<file path="src/rtl/opl3_pkg.sv">
// Shared OPL3 constants: DAC output width and I2S serialiser defaults.
package opl3_pkg;

  localparam int unsigned DAC_OUTPUT_WIDTH = 16;
  localparam int unsigned I2S_SLOT_WIDTH   = 32;
  localparam int unsigned I2S_CLK_DIV      = 2;

  typedef enum logic {
    PEND_EMPTY = 1'b0,
    PEND_FULL  = 1'b1
  } pend_state_e;

endpackage

</file>
<file path="src/rtl/i2s_sclk_gen.sv">
// I2S bit-clock divider: registered sclk plus same-clk rise/fall strobes.
module i2s_sclk_gen
  import opl3_pkg::*;
#(
  parameter int unsigned CLK_DIV = I2S_CLK_DIV
) (
  input  logic clk_i,
  input  logic rst_i,
  output logic sclk_o,
  output logic rise_o,
  output logic fall_o
);

  localparam int unsigned DIV_W = (CLK_DIV > 1) ? $clog2(CLK_DIV) : 1;

  if (CLK_DIV < 1) begin : g_bad_div
    $error("i2s_sclk_gen: CLK_DIV must be >= 1");
  end

  logic [DIV_W-1:0] div_cnt_q, div_cnt_d;
  logic             sclk_q, sclk_d;
  logic             tc;

  assign tc = (div_cnt_q == DIV_W'(CLK_DIV - 1));

  always_comb begin
    div_cnt_d = div_cnt_q + DIV_W'(1);
    sclk_d    = sclk_q;
    if (tc) begin
      div_cnt_d = '0;
      sclk_d    = ~sclk_q;
    end
  end

  always_ff @(posedge clk_i) begin
    if (rst_i) begin
      div_cnt_q <= '0;
      sclk_q    <= 1'b0;
    end else begin
      div_cnt_q <= div_cnt_d;
      sclk_q    <= sclk_d;
    end
  end

  // Strobes flag the clk in which the registered sclk is about to toggle.
  assign sclk_o = sclk_q;
  assign rise_o = tc & ~sclk_q;
  assign fall_o = tc & sclk_q;

endmodule

</file>
<file path="src/rtl/opl3_i2s_tx.sv">
// Philips I2S transmitter: one-deep pending buffer, MSB-justified slots, underrun/overrun flags.
module opl3_i2s_tx
  import opl3_pkg::*;
#(
  parameter int unsigned SAMPLE_W   = DAC_OUTPUT_WIDTH,
  parameter int unsigned SLOT_WIDTH = I2S_SLOT_WIDTH,
  parameter int unsigned CLK_DIV    = I2S_CLK_DIV
) (
  input  logic                clk,
  input  logic                reset,
  input  logic                sample_valid,
  input  logic [SAMPLE_W-1:0] sample_l,
  input  logic [SAMPLE_W-1:0] sample_r,
  output logic                i2s_sclk,
  output logic                i2s_ws,
  output logic                i2s_sd,
  output logic                underrun,
  output logic                overrun
);

  localparam int unsigned FRAME_W = 2 * SLOT_WIDTH;
  localparam int unsigned CNT_W   = $clog2(FRAME_W);

  if (SAMPLE_W > SLOT_WIDTH) begin : g_bad_width
    $error("opl3_i2s_tx: SAMPLE_W must be <= SLOT_WIDTH");
  end

  logic sclk_rise, sclk_fall;

  i2s_sclk_gen #(.CLK_DIV(CLK_DIV)) u_sclk_gen (
    .clk_i  (clk),
    .rst_i  (reset),
    .sclk_o (i2s_sclk),
    .rise_o (sclk_rise),
    .fall_o (sclk_fall)
  );

  pend_state_e         pend_q, pend_d;
  logic [CNT_W-1:0]    bit_cnt_q, bit_cnt_d;
  logic [SAMPLE_W-1:0] pend_l_q, pend_l_d, pend_r_q, pend_r_d;
  logic [SAMPLE_W-1:0] hold_l_q, hold_l_d, hold_r_q, hold_r_d;
  logic                ws_q, ws_d, sd_q, sd_d;
  logic                under_q, under_d, over_q, over_d;
  logic                load;
  logic [CNT_W-1:0]    ws_idx;
  logic [FRAME_W-1:0]  frame;

  always_comb begin
    bit_cnt_d = bit_cnt_q;
    pend_d    = pend_q;
    pend_l_d  = pend_l_q;
    pend_r_d  = pend_r_q;
    hold_l_d  = hold_l_q;
    hold_r_d  = hold_r_q;
    ws_d      = ws_q;
    sd_d      = sd_q;
    under_d   = 1'b0;
    over_d    = 1'b0;
    load      = 1'b0;

    if (sclk_fall) begin
      bit_cnt_d = (bit_cnt_q == CNT_W'(FRAME_W - 1)) ? '0 : bit_cnt_q + CNT_W'(1);
      load      = (bit_cnt_d == '0);
    end

    // The load reads the registered pending pair, so a coincident sample_valid
    // queues behind it instead of overwriting it.
    if (load) begin
      if (pend_q == PEND_FULL) begin
        hold_l_d = pend_l_q;
        hold_r_d = pend_r_q;
        pend_d   = PEND_EMPTY;
      end else begin
        under_d = 1'b1;
      end
    end else if (sample_valid && (pend_q == PEND_FULL)) begin
      over_d = 1'b1;
    end

    if (sample_valid) begin
      pend_l_d = sample_l;
      pend_r_d = sample_r;
      pend_d   = PEND_FULL;
    end

    frame  = {SLOT_WIDTH'(hold_l_d) << (SLOT_WIDTH - SAMPLE_W),
              SLOT_WIDTH'(hold_r_d) << (SLOT_WIDTH - SAMPLE_W)};
    ws_idx = (bit_cnt_d == CNT_W'(FRAME_W - 1)) ? '0 : bit_cnt_d + CNT_W'(1);

    if (sclk_fall) begin
      sd_d = frame[CNT_W'(FRAME_W - 1) - bit_cnt_d];
      ws_d = (ws_idx >= CNT_W'(SLOT_WIDTH));
    end
  end

  always_ff @(posedge clk) begin
    if (reset) begin
      bit_cnt_q <= CNT_W'(FRAME_W - 1);
      pend_q    <= PEND_EMPTY;
      pend_l_q  <= '0;
      pend_r_q  <= '0;
      hold_l_q  <= '0;
      hold_r_q  <= '0;
      ws_q      <= 1'b0;
      sd_q      <= 1'b0;
      under_q   <= 1'b0;
      over_q    <= 1'b0;
    end else begin
      bit_cnt_q <= bit_cnt_d;
      pend_q    <= pend_d;
      pend_l_q  <= pend_l_d;
      pend_r_q  <= pend_r_d;
      hold_l_q  <= hold_l_d;
      hold_r_q  <= hold_r_d;
      ws_q      <= ws_d;
      sd_q      <= sd_d;
      under_q   <= under_d;
      over_q    <= over_d;
    end
  end

  assign i2s_ws   = ws_q;
  assign i2s_sd   = sd_q;
  assign underrun = under_q;
  assign overrun  = over_q;

  a_strobe_excl: assert property (@(posedge clk) !(sclk_rise && sclk_fall));

endmodule

</file>
<file path="config.mk">
export PLATFORM = sky130hd
export DESIGN_NAME = opl3_i2s_tx
export DESIGN_NICKNAME = d
export VERILOG_FILES = /design/src/rtl/opl3_pkg.sv /design/src/rtl/i2s_sclk_gen.sv /design/src/rtl/opl3_i2s_tx.sv
export SDC_FILE = /design/constraint.sdc
export NUM_CORES = 1
export LEC_CHECK = 0
export CAP_MARGIN = 20
export CORE_MARGIN = 2
export CORE_UTILIZATION = 30
export DETAILED_ROUTE_END_ITERATION = 10
export GPL_ROUTABILITY_DRIVEN = 0
export PLACE_DENSITY = 0.49
export REMOVE_ABC_BUFFERS = 1
export SYNTH_ARGS = -nofsm -noshare
export SYNTH_HDL_FRONTEND = slang
export SYNTH_HIERARCHICAL = 1
export SYNTH_SLANG_ARGS = --single-unit
</file>
<file path="constraint.sdc">
create_clock -name clk -period 4.7 [get_ports clk]
set_clock_uncertainty 0.1 [all_clocks]
set_input_delay 0.94 -clock clk [delete_from_list [all_inputs] [get_ports clk]]
set_output_delay 0.94 -clock clk [all_outputs]
set_load 0.02 [all_outputs]
</file>
==> results of run 1 <==
==> how the worst max path moves through the flow <==
stage | startpoint | to | slack [ns] | cells after the start
after floorplan | bit_cnt_q[0] | i2s_sd | 1.22 | 8
after global placement | bit_cnt_q[1] | i2s_sd | 1.40 | 9
after detailed placement | bit_cnt_q[1] | i2s_sd | 1.35 | 9
after CTS | bit_cnt_q[1] | i2s_sd | 1.35 | 9
after global routing | bit_cnt_q[1] | i2s_sd | 1.08 | 9
final | bit_cnt_q[1] | i2s_sd | 1.36 | 9
==> per-layer routing <==
layer | track usage [%] | share of wire [%]
met5 | 0 | 0
met2 | 22.7 | 48
met1 | 17.8 | 47
met4 | 4.50 | 1.5
met3 | 3.53 | 3.3
==> report_power, final <==
part	switching, mW	internal [mW]	leakage, nW
Combinational	0.133	0.112	0.972
Clock	0.260	0.383	0.135
Sequential	0.0235	0.678	0.628
Total	0.416	1.17	1.74
==> state kept, by name, summed over array words and instances (netlist names) <==
register and flops:
overrun 1, u_sclk_gen/sclk_o 1, i2s_ws 1, pend_q 1, hold_r_q 16, hold_l_q 16, i2s_sd 1, u_sclk_gen/div_cnt_q 1
bit_cnt_q 6, pend_l_q 16, underrun 1, pend_r_q 16
==> stage by stage <==
| stage | utilization (%) | hold slack [ns] |
|---|---|---|
| global route | 37.4 | 0.373 |
| detailed placement | 35.1 | 0.341 |
| global placement | 35.1 | 0.331 |
| floorplan | - | 0.321 |
| finish | 37.4 | 0.353 |
| CTS | 37.4 | 0.354 |
==> critical path, cell delays in order (launching register included) <==
cell and delay, ns:
sky130_fd_sc_hd__dfxtp_1 0.44, sky130_fd_sc_hd__ha_1 0.35, sky130_fd_sc_hd__nand2_1 0.20, sky130_fd_sc_hd__nor4b_4 0.42
sky130_fd_sc_hd__o221ai_4 0.47, sky130_fd_sc_hd__mux2_4 0.46, sky130_fd_sc_hd__a21o_1 0.16, sky130_fd_sc_hd__a311oi_2 0.24
sky130_fd_sc_hd__a211oi_1 0.08, sky130_fd_sc_hd__o311a_1 0.30
==> layout make-up <==
class	count	share of cell area (%)
flip-flops and latches	77	34.2
well taps	168	4.66
inverters	3	0.250
repair buffers	47	9.76
clock inverters	3	0.472
multi-input cells	309	45.0
clock buffers	12	5.69
==> flow_summary.toml, run 1 <==
[floorplan]
coreArea_sq_um = 12100
die_area_sq_um = 13300
die_width_um = 115
pin_count = 40
rows = 40
floorplan.die.height_um = 115
initial_utilization_pct = 30.8

[worst_setup_path]
critical_path.startpoint_type = "register"
worst-endpoint-arrival_ns = 3.46
crit_required_ns = 4.82
worst_r2r_startpoint = "bit_cnt_q[1]"
rrSetupSlack_ns = 1.36
critical_path_end_type = "register"
worst_r2r_path_depth = 9
regToRegEndpoint = "i2s_sd"
crit_fanout = 33
criticalPathCategory = "reg2reg"

[clocking]
cts_sinks = 77
clock_latency_ns = 0.33
clock_tree.buffer_depth = 2
worst_setup_hold_path_clk_slew_ns = 0.06
cts_tree = "done"
cts_hold_repair.buffers = 0
cts-root-buf = "sky130_fd_sc_hd__clkbuf_16"
cts_htree_levels = 3
post_cts_resized = 0
cts_made_buffers = 9
post_cts_buffers = 0

[global_routing]
overflow = 0
vias_in_the_first_global_route = 2970
wire_length_of_the_first_global_routing_pass_mm = 14.6
largest_net_degree_at_the_start_of_global_routing = 50
grt_antenna_before_repair = 0
gr-usage-all-layers_pct = 13.8

[hold_path]
worstHoldEndpoint = "u_sclk_gen/div_cnt_q"
hold_path_startpoint = "u_sclk_gen/div_cnt_q"
min-delay-path-class = "reg2reg"
holdPathStages = 1

[layout]
layout.cells.most_common = "sky130_fd_sc_hd__dfxtp_1"
layout-drive-gt1-share_pct = 8.87
flow.area_growth_from_synthesis_pct = 21.5
post-route-cell-area_sq_um = 4510
multiInputGateArea_sq_um = 2030
count_of_nets_after_finishing = 484
layoutNonFillerInstCount = 619
ff_latch_area_sq_um = 1540
final.fill_count = 1239
mostFrequentLayoutCells = "sky130_fd_sc_hd__dfxtp_1 (77), sky130_fd_sc_hd__nand2_1 (70), sky130_fd_sc_hd__mux2i_1 (52)"
diodes = 0

[placement]
placement.cell_area_sq_um = 4230
placement_setup_slack_ns = 1.35
place.detailed.hpwl_mm = 6.06
io_buffer_count = 39
dp_cells = 604

[sta]
crit_path_time_final_ns = 3.34
slew_headroom_pct = 28.3
setup_viol = 0
rsz0062_at_grt = "no"
setup_ws_ns = 1.36
worst_slew_pin_slew_ns = 1.08
drv_slew = 0
finalCritPeriodShare_pct = 71.0
max_freq_ghz = 0.300
report.final.hold_viol_count = 0
total_negative_slack_ns = 0

[synthesis]
post_synth.cell_area_avg_sq_um = 8.92
synth-warning-count = 6
post_synth_instance_area_sq_um = 3710
gate_count_after_technology_mapping = 416

[routing]
vias = 3013
routed_wl_mm = 8.48
drt-vias-per-instance = 4.87
post_drt_wl_per_cell_um = 13.7
detail_route.iter0.violations = 111
drtAntennaViolNets = 0
drt_first_pass_iters = 4
detail_route.drc_violations = 0

[power]
power.static_leakage_nw = 1.74
max-vdd-ir-drop_mv = 0.131
finalPower_mw = 1.59
power.density_nw_per_um2 = 352

[status]
result_of_the_run = "completed"

[job]
maxCapViolations = 0
Note: power is estimated with default switching activity, not from simulation.
==> run 2: changes to the inputs <==
Settings changed: PLACE_DENSITY 0.49 to 0.5.
Clock period 4.7 ns to 2.72 ns, I/O delays scaled along.
==> flow_summary.toml, run 2 (synthesis results as in run 1) <==
[status]
result_of_the_run = "completed"

[clocking]
cts-root-buf = "sky130_fd_sc_hd__clkbuf_16"
cts_sinks = 77
cts_htree_levels = 3
cts_made_buffers = 9
cts_tree = "done"
clock_tree.buffer_depth = 2
worst_setup_hold_path_clk_slew_ns = 0.06
clock_latency_ns = 0.33

[global_routing]
overflow = 0
vias_in_the_first_global_route = 3111
grt_use_met2_pct = 25.0
grt_busiest_layer = "met2"
grt_antenna_before_repair = 0
globalRouteMet1Util_pct = 19.2
wire_length_of_the_first_global_routing_pass_mm = 15.5
largest_net_degree_at_the_start_of_global_routing = 57
gr-usage-all-layers_pct = 14.9
gr-usage-met3_pct = 3.37

[sta]
setup_viol = 0
max_freq_ghz = 0.369
report.final.hold_viol_count = 0
setup_ws_ns = 0.0104
slew_headroom_pct = 63.8
rsz0062_at_grt = "yes"
finalCritPeriodShare_pct = 99.6
drv_slew = 0
worst_slew_pin_slew_ns = 0.543
crit_path_time_final_ns = 2.71

[layout]
layoutNonFillerInstCount = 662
diodes = 0
final.fill_count = 1227
post-route-cell-area_sq_um = 4910
flow.area_growth_from_synthesis_pct = 32.4
multiInputGateArea_sq_um = 2070
layout-drive-gt1-share_pct = 17.8
ff_latch_area_sq_um = 1540
mostFrequentLayoutCells = "sky130_fd_sc_hd__dfxtp_1 (77), sky130_fd_sc_hd__nand2_1 (68), sky130_fd_sc_hd__mux2i_1 (51), sky130_fd_sc_hd__nor2_1 (51), sky130_fd_sc_hd__buf_4 (43)"
count_of_nets_after_finishing = 527
layout.cells.most_common = "sky130_fd_sc_hd__dfxtp_1"

[routing]
drtAntennaViolNets = 0
post_drt_wl_per_cell_um = 13.9
detail_route.iter0.violations = 118
detail_route.drc_violations = 0
drt_first_pass_iters = 4
routed_wl_mm = 9.19
drt-vias-per-instance = 4.81
vias = 3184

[floorplan]
coreArea_sq_um = 12100
pin_count = 40
die_area_sq_um = 13300
floorplan.die.height_um = 115
die_width_um = 115
rows = 40
initial_utilization_pct = 30.8

[power]
power_frac_comb_pct = 18.3
netSwitchingFraction_pct = 26.3
max-vdd-ir-drop_mv = 0.244
pwr-share-seq_pct = 41.8
clockPowerShare_pct = 39.9
power.static_leakage_nw = 1.96
net-switching-power_mw = 0.760
internal_power_mw = 2.13
power.density_nw_per_um2 = 589

[worst_setup_path]
crit_required_ns = 2.84
crit_fanout = 7
criticalPathCategory = "reg2reg"
worst_r2r_path_depth = 11
critical_path.startpoint_type = "register"
critical_path_end_type = "register"
worst-endpoint-arrival_ns = 2.83

[hold_path]
min-delay-path-class = "reg2reg"
holdPathStages = 2

[placement]
place.detailed.hpwl_mm = 6.50
io_buffer_count = 39
placement.cell_area_sq_um = 4510
placement_setup_slack_ns = -0.143
dp_cells = 638

[job]
maxCapViolations = 0
run 2: final timing paths:
path                startpoint            to  slack [ns]
setup / recovery  bit_cnt_q[0]        i2s_sd        0.01
hold / removal    hold_l_q[14]  hold_l_q[14]        0.35
setup reg to reg  bit_cnt_q[0]        i2s_sd        0.01
hold reg to reg   hold_l_q[14]  hold_l_q[14]        0.35
run 2: power by group through the flow:
stage	registers (mW)	clock network (mW)	logic, mW
floorplan	1.24	0	0.258
global placement	1.23	0	0.505
detailed placement	1.23	0	0.511
CTS	1.21	1.19	0.531
global route	1.22	1.25	0.583
finish	1.21	1.15	0.530
run 2: critical path, stage by stage, from the launching register on:
cell and delay, ns:
sky130_fd_sc_hd__dfxtp_1 0.32, sky130_fd_sc_hd__ha_2 0.19, sky130_fd_sc_hd__or2_4 0.24, sky130_fd_sc_hd__a2111oi_4 0.27, sky130_fd_sc_hd__buf_4 0.20, sky130_fd_sc_hd__o221ai_4 0.18
sky130_fd_sc_hd__buf_4 0.21, sky130_fd_sc_hd__buf_4 0.15, sky130_fd_sc_hd__nand3_1 0.08, sky130_fd_sc_hd__o2111ai_1 0.11, sky130_fd_sc_hd__and4_1 0.21, sky130_fd_sc_hd__o311a_1 0.33
run 2: timing repair:
action | 4_1_cts | 5_1_grt
pin swaps | 5 | 0
buffers inserted | 5 | 3
gates cloned | 1 | 0
hold buffers | 0 | 0
setup endpoints to repair | 1 | 1
resized for setup | 8 | 5
run 2: metrics by stage:
stage / power (mW) / hold slack [ns] / util (%) / setup TNS (ns)
2_1_floorplan: 1.49 / 0.321 / - / -1.39
3_3_place_gp: 1.74 / 0.344 / 37.4 / -0.0974
3_5_place_dp: 1.74 / 0.349 / 37.4 / -0.143
4_1_cts: 2.93 / 0.357 / 40.4 / 0
5_1_grt: 3.05 / 0.381 / 40.7 / -0.147
6_report: 2.89 / 0.354 / 40.7 / 0
run 2: metal layers:
layer / wire (um) / vias to the layer above
li1: - / 1606
met1: 4290 / 1517
met2: 4500 / 55
met3: 316 / 6
met4: 72 / 0
met5: 0 / -
run 2: final cells by class:
| type | instances | area share, % |
|---|---|---|
| Sequential cell | 77 | 31.4 |
| Multi-Input combinational cell | 310 | 42.0 |
| Clock inverter | 5 | 1.07 |
| Clock buffer | 10 | 4.66 |
| Inverter | 3 | 0.229 |
| Tap cell | 168 | 4.28 |
| Timing Repair Buffer | 89 | 16.3 |
==> run 3: changes to the inputs <==
Settings changed: REMOVE_ABC_BUFFERS 1 to unset.
==> flow_summary.toml, run 3 (synthesis results as in run 1) <==
[status]
result_of_the_run = "completed"

[worst_setup_path]
critical_path.slowest_cell = "sky130_fd_sc_hd__a2111oi_4"
crit_fanout = 7
crit_required_ns = 2.84
worst_r2r_startpoint = "bit_cnt_q[0]"
worst_r2r_path_depth = 9
critical_path.startpoint_type = "register"
rrSetupSlack_ns = 0.009
cp_cell_sequence = "ha_4, or2_4, a2111oi_4, o221ai_4, mux2_4, a21o_1, a311oi_2, a211oi_1, o311a_1"
critical_path_end_type = "register"
critical-path-max-stage-delay_ns = 0.38
worst-endpoint-arrival_ns = 2.83
criticalPathCategory = "reg2reg"
regToRegEndpoint = "i2s_sd"

[layout]
multiInputGateArea_sq_um = 2060
layout-drive-gt1-share_pct = 18.7
flow.area_growth_from_synthesis_pct = 31.4
finalCoreUtilization_pct = 40.4
ff_latch_area_sq_um = 1550
layout.cells.most_common = "sky130_fd_sc_hd__dfxtp_1"
mostFrequentLayoutCells = "sky130_fd_sc_hd__dfxtp_1 (73), sky130_fd_sc_hd__nand2_1 (70), sky130_fd_sc_hd__nor2_1 (51)"
final.fill_count = 1208
diodes = 0
post-route-cell-area_sq_um = 4880
count_of_nets_after_finishing = 525

[power]
net-switching-power_mw = 0.770
clockPowerShare_pct = 40.2
power.static_leakage_nw = 1.92
max-vdd-ir-drop_mv = 0.322
power_frac_comb_pct = 18.0
netSwitchingFraction_pct = 26.6
pwr-share-seq_pct = 41.9
internal_power_mw = 2.12
power.density_nw_per_um2 = 593

[routing]
detail_route.drc_violations = 0
drt-vias-per-instance = 4.71
routed_wl_mm = 9.39
vias = 3111
drt_first_pass_iters = 4
detail_route.iter0.violations = 128
post_drt_wl_per_cell_um = 14.2
drtAntennaViolNets = 0

[global_routing]
vias_in_the_first_global_route = 3186
overflow = 0
largest_net_degree_at_the_start_of_global_routing = 34
gr-usage-all-layers_pct = 15.2
grt_antenna_before_repair = 0
wire_length_of_the_first_global_routing_pass_mm = 15.7

[floorplan]
pin_count = 40
die_width_um = 115
rows = 40
floorplan.die.height_um = 115
initial_utilization_pct = 30.8
coreArea_sq_um = 12100
die_area_sq_um = 13300

[clocking]
cts_htree_levels = 3
cts_made_buffers = 9
worst_setup_hold_path_clk_slew_ns = 0.06
cts_tree = "done"
cts-root-buf = "sky130_fd_sc_hd__clkbuf_16"
clock_latency_ns = 0.33
cts_sinks = 77
clock_tree.buffer_depth = 2

[sta]
slew_headroom_pct = 62.6
crit_path_time_final_ns = 2.71
finalCritPeriodShare_pct = 99.7
finalHoldWorstSlack_ns = 0.351
setup_viol = 0
rsz0062_at_grt = "yes"
worst_slew_pin_slew_ns = 0.559
max_freq_ghz = 0.369
drv_slew = 0
report.final.hold_viol_count = 0

[hold_path]
worstHoldEndpoint = "hold_r_q[6]"
hold_path_startpoint = "hold_r_q[6]"
min-delay-path-class = "reg2reg"
holdPathStages = 2

[placement]
place.detailed.hpwl_mm = 6.84
placement.cell_area_sq_um = 4520
io_buffer_count = 39

[job]
maxCapViolations = 0

[synthesis]
synth_fp_nets = 453
## run 3: cell types whose count changed in the layout (fill, tap and decap cells not counted), moves of 2 or more
| cell | delta |
|---|---|
| sky130_fd_sc_hd__buf_4 | +2 |
| sky130_fd_sc_hd__dfxtp_2 | +4 |
| sky130_fd_sc_hd__mux2i_1 | -2 |
| sky130_fd_sc_hd__nand2_2 | -2 |
| sky130_fd_sc_hd__nand2_1 | +2 |
| sky130_fd_sc_hd__dfxtp_1 | -4 |
| sky130_fd_sc_hd__mux2i_2 | +2 |
| sky130_fd_sc_hd__clkbuf_8 | +3 |
| sky130_fd_sc_hd__clkinv_2 | -3 |
| sky130_fd_sc_hd__buf_12 | -2 |
## run 3: final cells by class
class,count,share of cell area [%]
inverters,3,0.231
multi-input cells,309,42.2
well taps,168,4.31
clock inverters,2,0.333
clock buffers,14,5.62
flip-flops and latches,77,31.7
repair buffers,88,15.6
## run 3: power groups by stage
| stage | registers [mW] | clock network, mW | logic (mW) |
|---|---|---|---|
| 4_1_cts | 1.21 | 1.20 | 0.521 |
| 3_3_place_gp | 1.23 | 0 | 0.508 |
| 5_1_grt | 1.22 | 1.25 | 0.566 |
| 2_1_floorplan | 1.23 | 0 | 0.307 |
| 6_report | 1.21 | 1.16 | 0.520 |
| 3_5_place_dp | 1.23 | 0 | 0.510 |
## run 3: routing by layer
layer	routed length (um)	GRT usage [%]	vias up	share of wire, %
met5	0	0	-	0
met1	4410	18.4	1458	47
met3	278	3.74	11	3.0
li1	-	-	1600	-
met2	4540	26.7	42	48
met4	162	4.58	0	1.7
## run 3: worst max path at each step
stage | start | endpoint | cells after the start
after floorplan | bit_cnt_q[0] | i2s_sd | 9
after global placement | bit_cnt_q[1] | i2s_sd | 8
after detailed placement | bit_cnt_q[0] | i2s_sd | 10
after CTS | u_sclk_gen/div_cnt_q | i2s_sd | 10
after global routing | bit_cnt_q[0] | i2s_sd | 9
final | bit_cnt_q[0] | i2s_sd | 9
## run 3: critical path, delay by kind of cell (launching register included)
kind	cells	cell delay, ns
AO/OA/AOI/OAI	6	1.40
adder cells (fa/ha/maj)	1	0.17
AND/OR/NAND/NOR	1	0.23
flip-flops	1	0.34
multiplexers	1	0.35
## run 3: repair_timing
action / CTS / global route
hold buffers: 0 / 0
buffers inserted: 4 / 1
gates cloned: 0 / 0
endpoints found under the hold margin: 0 / 0
setup endpoints to repair: 1 / 1
resized for setup: 8 / 7
pin swaps: 4 / 2
## run 3: per-stage QoR
step / std cells / power, mW / setup WS, ns / setup TNS, ns
final: 661 / 2.89 / 0.00949 / 0
after global routing: 661 / 3.03 / -0.111 / -0.111
after CTS: 660 / 2.93 / 0.00171 / 0
after detailed placement: 640 / 1.74 / -0.0660 / -0.0660
after global placement: 640 / 1.74 / -0.00101 / -0.00101
after floorplan: 416 / 1.54 / 0.0190 / 0
